===== src/rtl/common_pkg.sv =====
// Shared types and constants for the polyphonic sound block.
package common;

  localparam int unsigned SND_DEFAULT_TICK_DIV = 50000;

  // Upper bounds on the per-channel field widths that snd_channel_cfg_t can carry.
  localparam int unsigned SND_COUNT_WIDTH_MAX    = 32;
  localparam int unsigned SND_DURATION_WIDTH_MAX = 32;

  // Note configuration presented to every channel. Narrower instances zero-extend
  // into these fields.
  typedef struct packed {
    logic [SND_COUNT_WIDTH_MAX-1:0]    max_count;
    logic [SND_DURATION_WIDTH_MAX-1:0] duration;
  } snd_channel_cfg_t;

endpackage


===== src/rtl/sound_channel.sv =====
// One square-wave tone channel: phase counter, tone level, remaining note
// length in ticks and a sounding flag.
module sound_channel
  import common::*;
#(
  parameter int unsigned COUNT_WIDTH    = 26,
  parameter int unsigned DURATION_WIDTH = 16
) (
  input  logic             clk,
  input  logic             rst_async,
  input  logic             en,
  input  logic             load,
  input  logic             stop,
  input  logic             tick,
  input  snd_channel_cfg_t cfg,
  output logic             active,
  output logic             tone
);

  localparam logic [COUNT_WIDTH-1:0]    ONE_C = 1;
  localparam logic [DURATION_WIDTH-1:0] ONE_D = 1;

  logic [COUNT_WIDTH-1:0]    mc_in;
  logic [DURATION_WIDTH-1:0] dur_in;
  logic [COUNT_WIDTH-1:0]    mc_q;
  logic [COUNT_WIDTH-1:0]    counter;
  logic [DURATION_WIDTH-1:0] remaining;

  // Values wider than this instance saturate; the top zero-extends, so this
  // never triggers there and folds away.
  if (COUNT_WIDTH < SND_COUNT_WIDTH_MAX) begin : g_mc_clamp
    assign mc_in = (|cfg.max_count[SND_COUNT_WIDTH_MAX-1:COUNT_WIDTH]) ?
                   '1 : cfg.max_count[COUNT_WIDTH-1:0];
  end else begin : g_mc_full
    assign mc_in = cfg.max_count;
  end

  if (DURATION_WIDTH < SND_DURATION_WIDTH_MAX) begin : g_dur_clamp
    assign dur_in = (|cfg.duration[SND_DURATION_WIDTH_MAX-1:DURATION_WIDTH]) ?
                    '1 : cfg.duration[DURATION_WIDTH-1:0];
  end else begin : g_dur_full
    assign dur_in = cfg.duration;
  end

  // Channel state: stop beats load, load beats expiry, then tone generation.
  always_ff @(posedge clk or posedge rst_async) begin
    if (rst_async) begin
      mc_q      <= '0;
      counter   <= '0;
      remaining <= '0;
      tone      <= 1'b0;
      active    <= 1'b0;
    end else if (en) begin
      if (stop) begin
        mc_q      <= '0;
        counter   <= '0;
        remaining <= '0;
        tone      <= 1'b0;
        active    <= 1'b0;
      end else if (load) begin
        mc_q      <= mc_in;
        counter   <= '0;
        remaining <= dur_in;
        tone      <= 1'b0;
        active    <= (mc_in != '0);
      end else if (active) begin
        if (tick && (remaining == ONE_D)) begin
          counter   <= '0;
          remaining <= '0;
          tone      <= 1'b0;
          active    <= 1'b0;
        end else begin
          if (tick && (remaining != '0)) begin
            remaining <= remaining - ONE_D;
          end
          if (counter == mc_q) begin
            counter <= '0;
            tone    <= ~tone;
          end else begin
            counter <= counter + ONE_C;
          end
        end
      end else begin
        counter <= '0;
        tone    <= 1'b0;
      end
    end
  end

endmodule


===== src/rtl/polyphonic_sound.sv =====
// Multi-channel tone generator: shared duration prescaler, NUM_CHANNELS
// sound_channel instances and a first-order sigma-delta mixer onto one pin.
// COUNT_WIDTH and DURATION_WIDTH are limited to 32 bits by snd_channel_cfg_t.
module polyphonic_sound
  import common::*;
#(
  parameter int unsigned NUM_CHANNELS   = 4,
  parameter int unsigned COUNT_WIDTH    = 26,
  parameter int unsigned DURATION_WIDTH = 16,
  parameter int unsigned TICK_DIV       = SND_DEFAULT_TICK_DIV
) (
  input  logic                                                   clk,
  input  logic                                                   rst_async,
  input  logic                                                   en,
  input  logic [((NUM_CHANNELS > 1) ? $clog2(NUM_CHANNELS) : 1)-1:0] ch_sel,
  input  logic [COUNT_WIDTH-1:0]                                 max_count,
  input  logic [DURATION_WIDTH-1:0]                              duration,
  input  logic                                                   latch,
  input  logic                                                   stop_all,
  output logic [NUM_CHANNELS-1:0]                                active,
  output logic                                                   buzzer
);

  localparam int unsigned SEL_W = (NUM_CHANNELS > 1) ? $clog2(NUM_CHANNELS) : 1;
  localparam int unsigned PW    = (TICK_DIV > 1) ? $clog2(TICK_DIV) : 1;
  localparam int unsigned ACC_W = $clog2(2 * NUM_CHANNELS);

  localparam logic [PW-1:0]    PRESC_LAST = PW'(TICK_DIV - 1);
  localparam logic [PW-1:0]    ONE_P      = 1;
  localparam logic [ACC_W-1:0] NCH_ACC    = ACC_W'(NUM_CHANNELS);

  logic [PW-1:0]           presc;
  logic                    tick;
  logic [NUM_CHANNELS-1:0] tone;
  snd_channel_cfg_t        cfg;
  logic [ACC_W-1:0]        acc;
  logic [ACC_W-1:0]        acc_next;
  logic [ACC_W-1:0]        level_sum;

  assign tick = en && (presc == PRESC_LAST);

  // Shared prescaler producing one duration tick every TICK_DIV enabled cycles.
  always_ff @(posedge clk or posedge rst_async) begin
    if (rst_async) begin
      presc <= '0;
    end else if (en) begin
      presc <= tick ? '0 : presc + ONE_P;
    end
  end

  // Zero-extend the note fields into the shared configuration record.
  always_comb begin
    cfg = '0;
    cfg.max_count[COUNT_WIDTH-1:0]   = max_count;
    cfg.duration[DURATION_WIDTH-1:0] = duration;
  end

  for (genvar i = 0; i < NUM_CHANNELS; i++) begin : g_ch
    sound_channel #(
      .COUNT_WIDTH    (COUNT_WIDTH),
      .DURATION_WIDTH (DURATION_WIDTH)
    ) u_ch (
      .clk       (clk),
      .rst_async (rst_async),
      .en        (en),
      .load      (latch && (ch_sel == SEL_W'(i))),
      .stop      (stop_all),
      .tick      (tick),
      .cfg       (cfg),
      .active    (active[i]),
      .tone      (tone[i])
    );
  end

  // Count high tone levels and add them into the sigma-delta accumulator.
  always_comb begin
    level_sum = '0;
    for (int unsigned k = 0; k < NUM_CHANNELS; k++) begin
      level_sum = level_sum + ACC_W'(tone[k]);
    end
    acc_next = acc + level_sum;
  end

  // Registered mixer output; disabled cycles hold the accumulator and mute.
  always_ff @(posedge clk or posedge rst_async) begin
    if (rst_async) begin
      acc    <= '0;
      buzzer <= 1'b0;
    end else if (en) begin
      if (acc_next >= NCH_ACC) begin
        acc    <= acc_next - NCH_ACC;
        buzzer <= 1'b1;
      end else begin
        acc    <= acc_next;
        buzzer <= 1'b0;
      end
    end else begin
      buzzer <= 1'b0;
    end
  end

endmodule


===== config.mk =====
export PLATFORM = sky130hd
export DESIGN_NAME = polyphonic_sound
export DESIGN_NICKNAME = d
export VERILOG_FILES = /design/src/rtl/common_pkg.sv /design/src/rtl/sound_channel.sv /design/src/rtl/polyphonic_sound.sv
export SDC_FILE = /design/constraint.sdc
export NUM_CORES = 1
export LEC_CHECK = 0
export CAP_MARGIN = 20
export CORE_MARGIN = 3
export CORE_UTILIZATION = 45
export DETAILED_ROUTE_END_ITERATION = 6
export SYNTH_ARGS = -nofsm -noshare
export SYNTH_HDL_FRONTEND = slang
export SYNTH_HIERARCHICAL = 1
export SYNTH_SLANG_ARGS = --single-unit

===== constraint.sdc =====
create_clock -name clk -period 2.9 [get_ports clk]
set_input_delay 0.58 -clock clk [delete_from_list [all_inputs] [get_ports clk]]
set_output_delay 0.58 -clock clk [all_outputs]
set_load 0.01 [all_outputs]

* After elaboration in Yosys (flattened, before gate mapping)
Index checks and enable logic that the tools add are counted.
Storage, ports and cells: bits in registers 300, bits of input ports 49, output and inout bits 5, logic and storage cells 189
Cells by class: $add $sub $neg 14, $lt $le $gt $ge 1, eq/ne operators 16, mux-type cells 88, bitwise gates (word level) 4, reduce and logical (&&, ||, !) cells 43
Operators by type and width (number):
- two-way mux 26 bit | 28
- two-way mux 16 bit | 21
- adder 26 x 1 -> 26 bit (second input constant) | 4
- equality test 26 bit | 4
- equality test 16 x 1 -> 1 bit (second input constant) | 4
- nonzero test 16 bit | 4
- subtractor 16 x 1 -> 16 bit (second input constant) | 4
- two-way mux 1 bit | 38
- nonzero test 26 bit | 1
- inequality test 5 x 4 -> 1 bit (second input constant) | 4
- adder 16 x 1 -> 16 bit (second input constant) | 1
- equality test 16 bit (second input constant) | 1
- AND reduction 2 bit | 8
- nonzero test 4 bit | 4
- logical AND 1 bit | 13
- AND reduction 3 bit | 4
- nonzero test 3 bit | 4
- nonzero test 2 bit | 4
- equality test 2 bit (second input constant) | 2
- NOT 1 bit | 4
- adder 2 x 1 -> 3 bit | 1
- adder 3 x 1 -> 3 bit | 1
- adder 3 bit | 1
- greater-or-equal comparator 3 bit (second input constant) | 1
- other kinds (5) | 5

* Depth between registers and ports, before layout
depth after elaboration 8, mapped depth 11, mapped depth without buffers 9

* Cells and area by module
The synthesis kept the hierarchy.
By module, submodules not included:
- sound_channel (g_ch[0].u_ch ...) | times used 2, cells each 458, area an instance 3973.8 um2, sequential area each 1751.7 um2
- sound_channel (g_ch[3].u_ch) | times used 1, cells each 462, area an instance 3987.6 um2, sequential area each 1751.7 um2
- sound_channel (g_ch[2].u_ch) | times used 1, cells each 464, area an instance 3962.6 um2, sequential area each 1751.7 um2
- polyphonic_sound | times used 1, cells each 95, area an instance 998.5 um2, sequential area each 475.5 um2

* Worst setup path after synthesis
OpenSTA, ideal clock, no wires.
path kind reg-to-reg, start point register presc[4], end point register g_ch[3].u_ch.remaining[14], library setup time 0.124 ns, arrival 2.881 ns, data required time 2.776 ns, setup slack -0.105 ns, stages on the path, launching flop included 10, buffers on the path 1, clock period less this slack 3.005 ns, cells stage by stage dfrtp_1 -> or4b_4 -> nor4_4 -> nand2_1 -> nand4b_1 -> or2_2 -> clkbuf_1 -> a31oi_1 -> nor4_1 -> a211o_2
On the way: cells in the longest elaborated chain, start to end 7, elaborated cells between the ends (all ways) 10, classes of those cells eq/ne: 1; mux: 4; reduce/logical: 5
RTL lines:
- from (decl) | line polyphonic_sound.sv:32 | logic [PW-1:0] presc;
- from (signal assigned) | line polyphonic_sound.sv:47 | presc <= tick ? '0 : presc + ONE_P;
- equality test 16 bit (*) | line polyphonic_sound.sv:40 | assign tick = en && (presc == PRESC_LAST);
- logical AND 1 bit (*) | line polyphonic_sound.sv:40
- named net tick | line polyphonic_sound.sv:33 | logic tick;
- logical AND 1 bit | line sound_channel.sv:67 | if (tick && (remaining == ONE_D)) begin
- two-way mux 16 bit | line sound_channel.sv:67
- two-way mux 16 bit | line sound_channel.sv:66 | end else if (active) begin
- two-way mux 16 bit | line sound_channel.sv:60 | end else if (load) begin
- two-way mux 16 bit | line sound_channel.sv:54 | if (stop) begin
- to (signal assigned) | line sound_channel.sv:63 | remaining <= dur_in;
- to (signal assigned) | line sound_channel.sv:74 | remaining <= remaining - ONE_D;
- to (decl) | line sound_channel.sv:27 | logic [DURATION_WIDTH-1:0] remaining;
Mark *: on every way through the listed nets, which the timed path passes. The rest lies on a longest branch. The select of a mux whose other input is x is not followed. A chain may end at the register's enable or synchronous reset.

* Worst setup path in the final report
start point register presc[13], end point register g_ch[3].u_ch.tone
On the way: cells in the longest elaborated chain, start to end 7, elaborated cells between the ends (all ways) 9, classes of those cells eq/ne: 2; mux: 4; reduce/logical: 3
RTL lines:
- equality test 16 bit (*) | line polyphonic_sound.sv:40
- logical AND 1 bit (*) | line polyphonic_sound.sv:40
- named net tick | line polyphonic_sound.sv:33
- logical AND 1 bit (*) | line sound_channel.sv:67
- two-way mux 1 bit | line sound_channel.sv:67
- two-way mux 1 bit | line sound_channel.sv:66
- two-way mux 1 bit | line sound_channel.sv:60
- two-way mux 1 bit | line sound_channel.sv:54
- to (signal assigned) | line sound_channel.sv:78 | tone <= ~tone;
- to (decl) | line sound_channel.sv:17 | output logic tone
Mark *: on every way through the listed nets, which the timed path passes. The rest lies on a longest branch.

==> results.md <==
- Status: complete, no violations
- Synth Instances: 1,937
- Detail Placement HPWL: 35,480 um
- Initial drt markers: 1,195
- Largest net degree at the start of global routing: 76
- Final Cycle Share: 94.55%
- Reg2Reg Depth: 9
- # nets final: 2,198
- CTS Buf Count: 36
- Mux share of post-synthesis cell area: 0.5258%
- Final cell count without fillers: 2,626
- Ys async rst share: 100.0%
- Top cell type's share of synthesized area: 44.28%
- Synth-to-layout area growth: 18.69%
- Power density cells: 614.7 mW/mm^2
- Core Area: 0.03679 mm^2
- Number of global-route vias before repair: 14,550
- Syn Std Cell Area: 0.01690 mm^2
- Largest family of logic cells by synthesized area: simple AND/OR/NAND/NOR gates
- H-Tree Depth: 2
- Final worst path period need: 2.742 ns
- Tot Pwr: 12,330 uW
- Worst skew pair latency: 0.54 ns
- Share of cells above drive strength 1: 10.61%
- Hold Vio Cnt, Final: 0
- Arrival time worst endpoint: 3.16 ns
- FF/Latch Area: 0.007482 mm^2
- Fill cells: 3,481
- Maximum VDD drop: 0.4216 mV
- Fmax achieved: 0.3647 GHz
- Fin area: 0.02005 mm^2
- Crit path max fanout: 5
- Delay-heaviest family, CP: simple AND/OR/NAND/NOR gates
- Hold Crit Class: reg -> reg
- Die area: 0.03991 mm^2
- Post-synth EDFFs: 0
- Hold Crit Start: presc[15]
- Hold-fix buffer count after cts: 0
- Clock Sinks: 299
- Vias: 14,990
- Distinct cells, synth: 87
- Synth Flop Type: dfrtp_1
- FF-to-FF Start: presc[13]
- Max cap viols: 0
- Dpl cells: 2,563
- First-pass GRT wire length: 80,600 um
- Post-synthesis adder-cell area fraction: 1.318%
- Clock-pin slew on the worst setup and hold paths: 0.06 ns
- Post-synthesis compound-gate area fraction: 13.77%
- Synth top area cells: dfrtp_1 44%, nor2_1 7.5%, xnor2_1 6.6%
- Synth Warn #: 6
- Clock Root Buffer: clkbuf_16
- Multi-input logic area: 0.009153 mm^2
- Post-DRT Antenna Nets: 0
- IO Port Bufs: 53
- Setup Viol. Count Final: 0
- Total inserted antenna cells: 0
- Routed wire length: 50,680 um
- Simple-gate share of the synthesized area: 25.35%
- Starting Density: 45.93%
- Antenna violations before repair: 0
- Io pins: 54
- Detailed-route wire length per cell: 19.30 um
- Post-Synth XOR/XNOR Area: 11.09%
- Syn Area/Cell: 8.723 um^2
- Slew @ Worst Pin: 0.7338 ns
- Cell-by-cell trace of the critical path: or4bb_1, nor4_4, nand2_1, nand4b_1, o211ai_1, buf_4, a21o_1, and2_4, mux2_4
- Post-route DRC: 0
- CTS tree: built
- Layout Skew: 0.02379 ns
- Worst Path Required: 3.32 ns
- Placement Rows: 70
- Hold endpoint: presc[15]
- Vias/cell: 5.706
- Sequential fraction of the synthesis area: 44.28%
- GP Congestion: 0.9021
- Die Wd: 199.8 um
- Yosys top cell by area: dfrtp_1
- Placed cell area: 0.01877 mm^2
- Max-slew violations: 0
- Worst setup path startpoint: presc[13]
- Pleak: 0.008885 uW
- RSZ-0062 raised after global routing: yes
- Chip height: 199.8 um
- Total track usage: 25.51%
- Crit. End Element: register
- #FFs+latches synth: 299
- Critical Path Source Type: register
- Hold path depth: 1
- CP bufs+invs: 1
- Critical path's slowest cell: or4bb_1
- Max clock buf depth: 3
- Grt total ovfl: 0
- CP max stage delay: 0.53 ns
- R2r endpoint: g_ch[3].u_ch/tone
- Worst Setup Path Type: reg -> reg
- DR pass1 iterations: 6
- Relative slew slack: 51.02%
- FF-to-FF setup slack: 0.16 ns
## layout make-up
type | count | area share [%]
repair buffers | 152 | 6.757
multi-input cells | 1588 | 45.64
clock inverters | 15 | 1.210
clock buffers | 48 | 5.116
flip-flops and latches | 299 | 37.31
inverters | 56 | 1.048
well taps | 468 | 2.920
## kinds of logic (layout without fill, tap and decap cells)
family | after synthesis | in the layout
flip-flops | 299 | 299
XOR/XNOR | 214 | 214
AND/OR/NAND/NOR | 894 | 894
other | 1 | 88
multiplexers | 8 | 8
adder cells (fa/ha/maj) | 16 | 16
AO/OA/AOI/OAI | 368 | 368
buffers and inverters | 137 | 271
## registers in the layout (all words and copies together) (netlist names)
name / cells
g_ch.u_ch/counter: 104
g_ch.u_ch/mc_q: 104
g_ch.u_ch/remaining: 64
presc: 16
g_ch.u_ch/active: 4
g_ch.u_ch/tone: 4
acc: 2
buzzer: 1
## repair_timing
action | in CTS | in global routing
setup buffers | 0 | 0
setup endpoints to repair | 0 | 33
gates resized for setup | 0 | 6
## power by group
group / leakage [uW] / internal (uW) / total [uW] / switching (uW)
sequential: 0.00404 / 4560 / 5040 / 479
combinational: 0.00422 / 1040 / 2420 / 1380
clock: 0.000626 / 3020 / 4870 / 1850
total: 0.00889 / 8620 / 12300 / 3710
## cell usage in the layout, fill, tap and decap left out, drive strengths merged, types with 16 or more instances in the layout
cell type	netlist	layout
buf	23	101
nor3	43	43
dfrtp	299	299
nor4	82	82
nand2	218	218
and3	16	16
nor2	339	339
a31oi	16	16
nand3	40	40
clkbuf	58	48
xnor2	128	128
clkdlybuf4s50	0	51
xor2	86	86
o21ai	187	187
nand4	64	64
a21oi	36	36
conb	1	88
inv	56	57
or3	22	22
o31ai	16	16
## metrics by stage
stage | worst slack, ns | TNS (ns) | hold slack [ns] | util, %
4_1_cts | 0.08410 | 0 | 0.4784 | 54.49
3_5_place_dp | 0.06975 | 0 | 0.4692 | 51.04
5_1_grt | -0.003548 | -0.003548 | 0.4901 | 54.52
6_report | 0.1581 | 0 | 0.4886 | 54.52
3_3_place_gp | 0.1029 | 0 | 0.4677 | 51.04
2_1_floorplan | -0.06858 | -0.1512 | 0.4376 | -
## routing by layer
| metal | vias to the layer above | share of wire [%] | global-route usage (%) | wire, um |
|---|---|---|---|---|
| li1 | 7110 | - | - | - |
| met1 | 7261 | 44 | 35.03 | 22070 |
| met2 | 500 | 47 | 42.15 | 23850 |
| met3 | 114 | 6.1 | 3.844 | 3070 |
| met4 | 0 | 3.3 | 7.728 | 1689 |
| met5 | - | 0 | 0 | 0 |
## cells in the mapped netlist (all sizes together) (36+ instances only)
cell type,count
nor4,82
nor3,43
xor2,86
a21oi,36
nor2,339
dfrtp,299
nand2,218
nand4,64
clkbuf,58
inv,56
nand3,40
o21ai,187
xnor2,128
## worst max path at each step
stage | endpoint | slack, ns | cells past startpoint
final | g_ch[3].u_ch/tone | 0.16 | 9
after CTS | g_ch[3].u_ch/remaining[15] | 0.08 | 10
after global placement | g_ch[3].u_ch/remaining[15] | 0.10 | 11
after floorplan | g_ch[3].u_ch/remaining[14] | -0.07 | 9
after global routing | g_ch[3].u_ch/tone | -0.004 | 9
after detailed placement | g_ch[3].u_ch/remaining[15] | 0.07 | 11
Note: power is estimated with default switching activity, not from simulation.
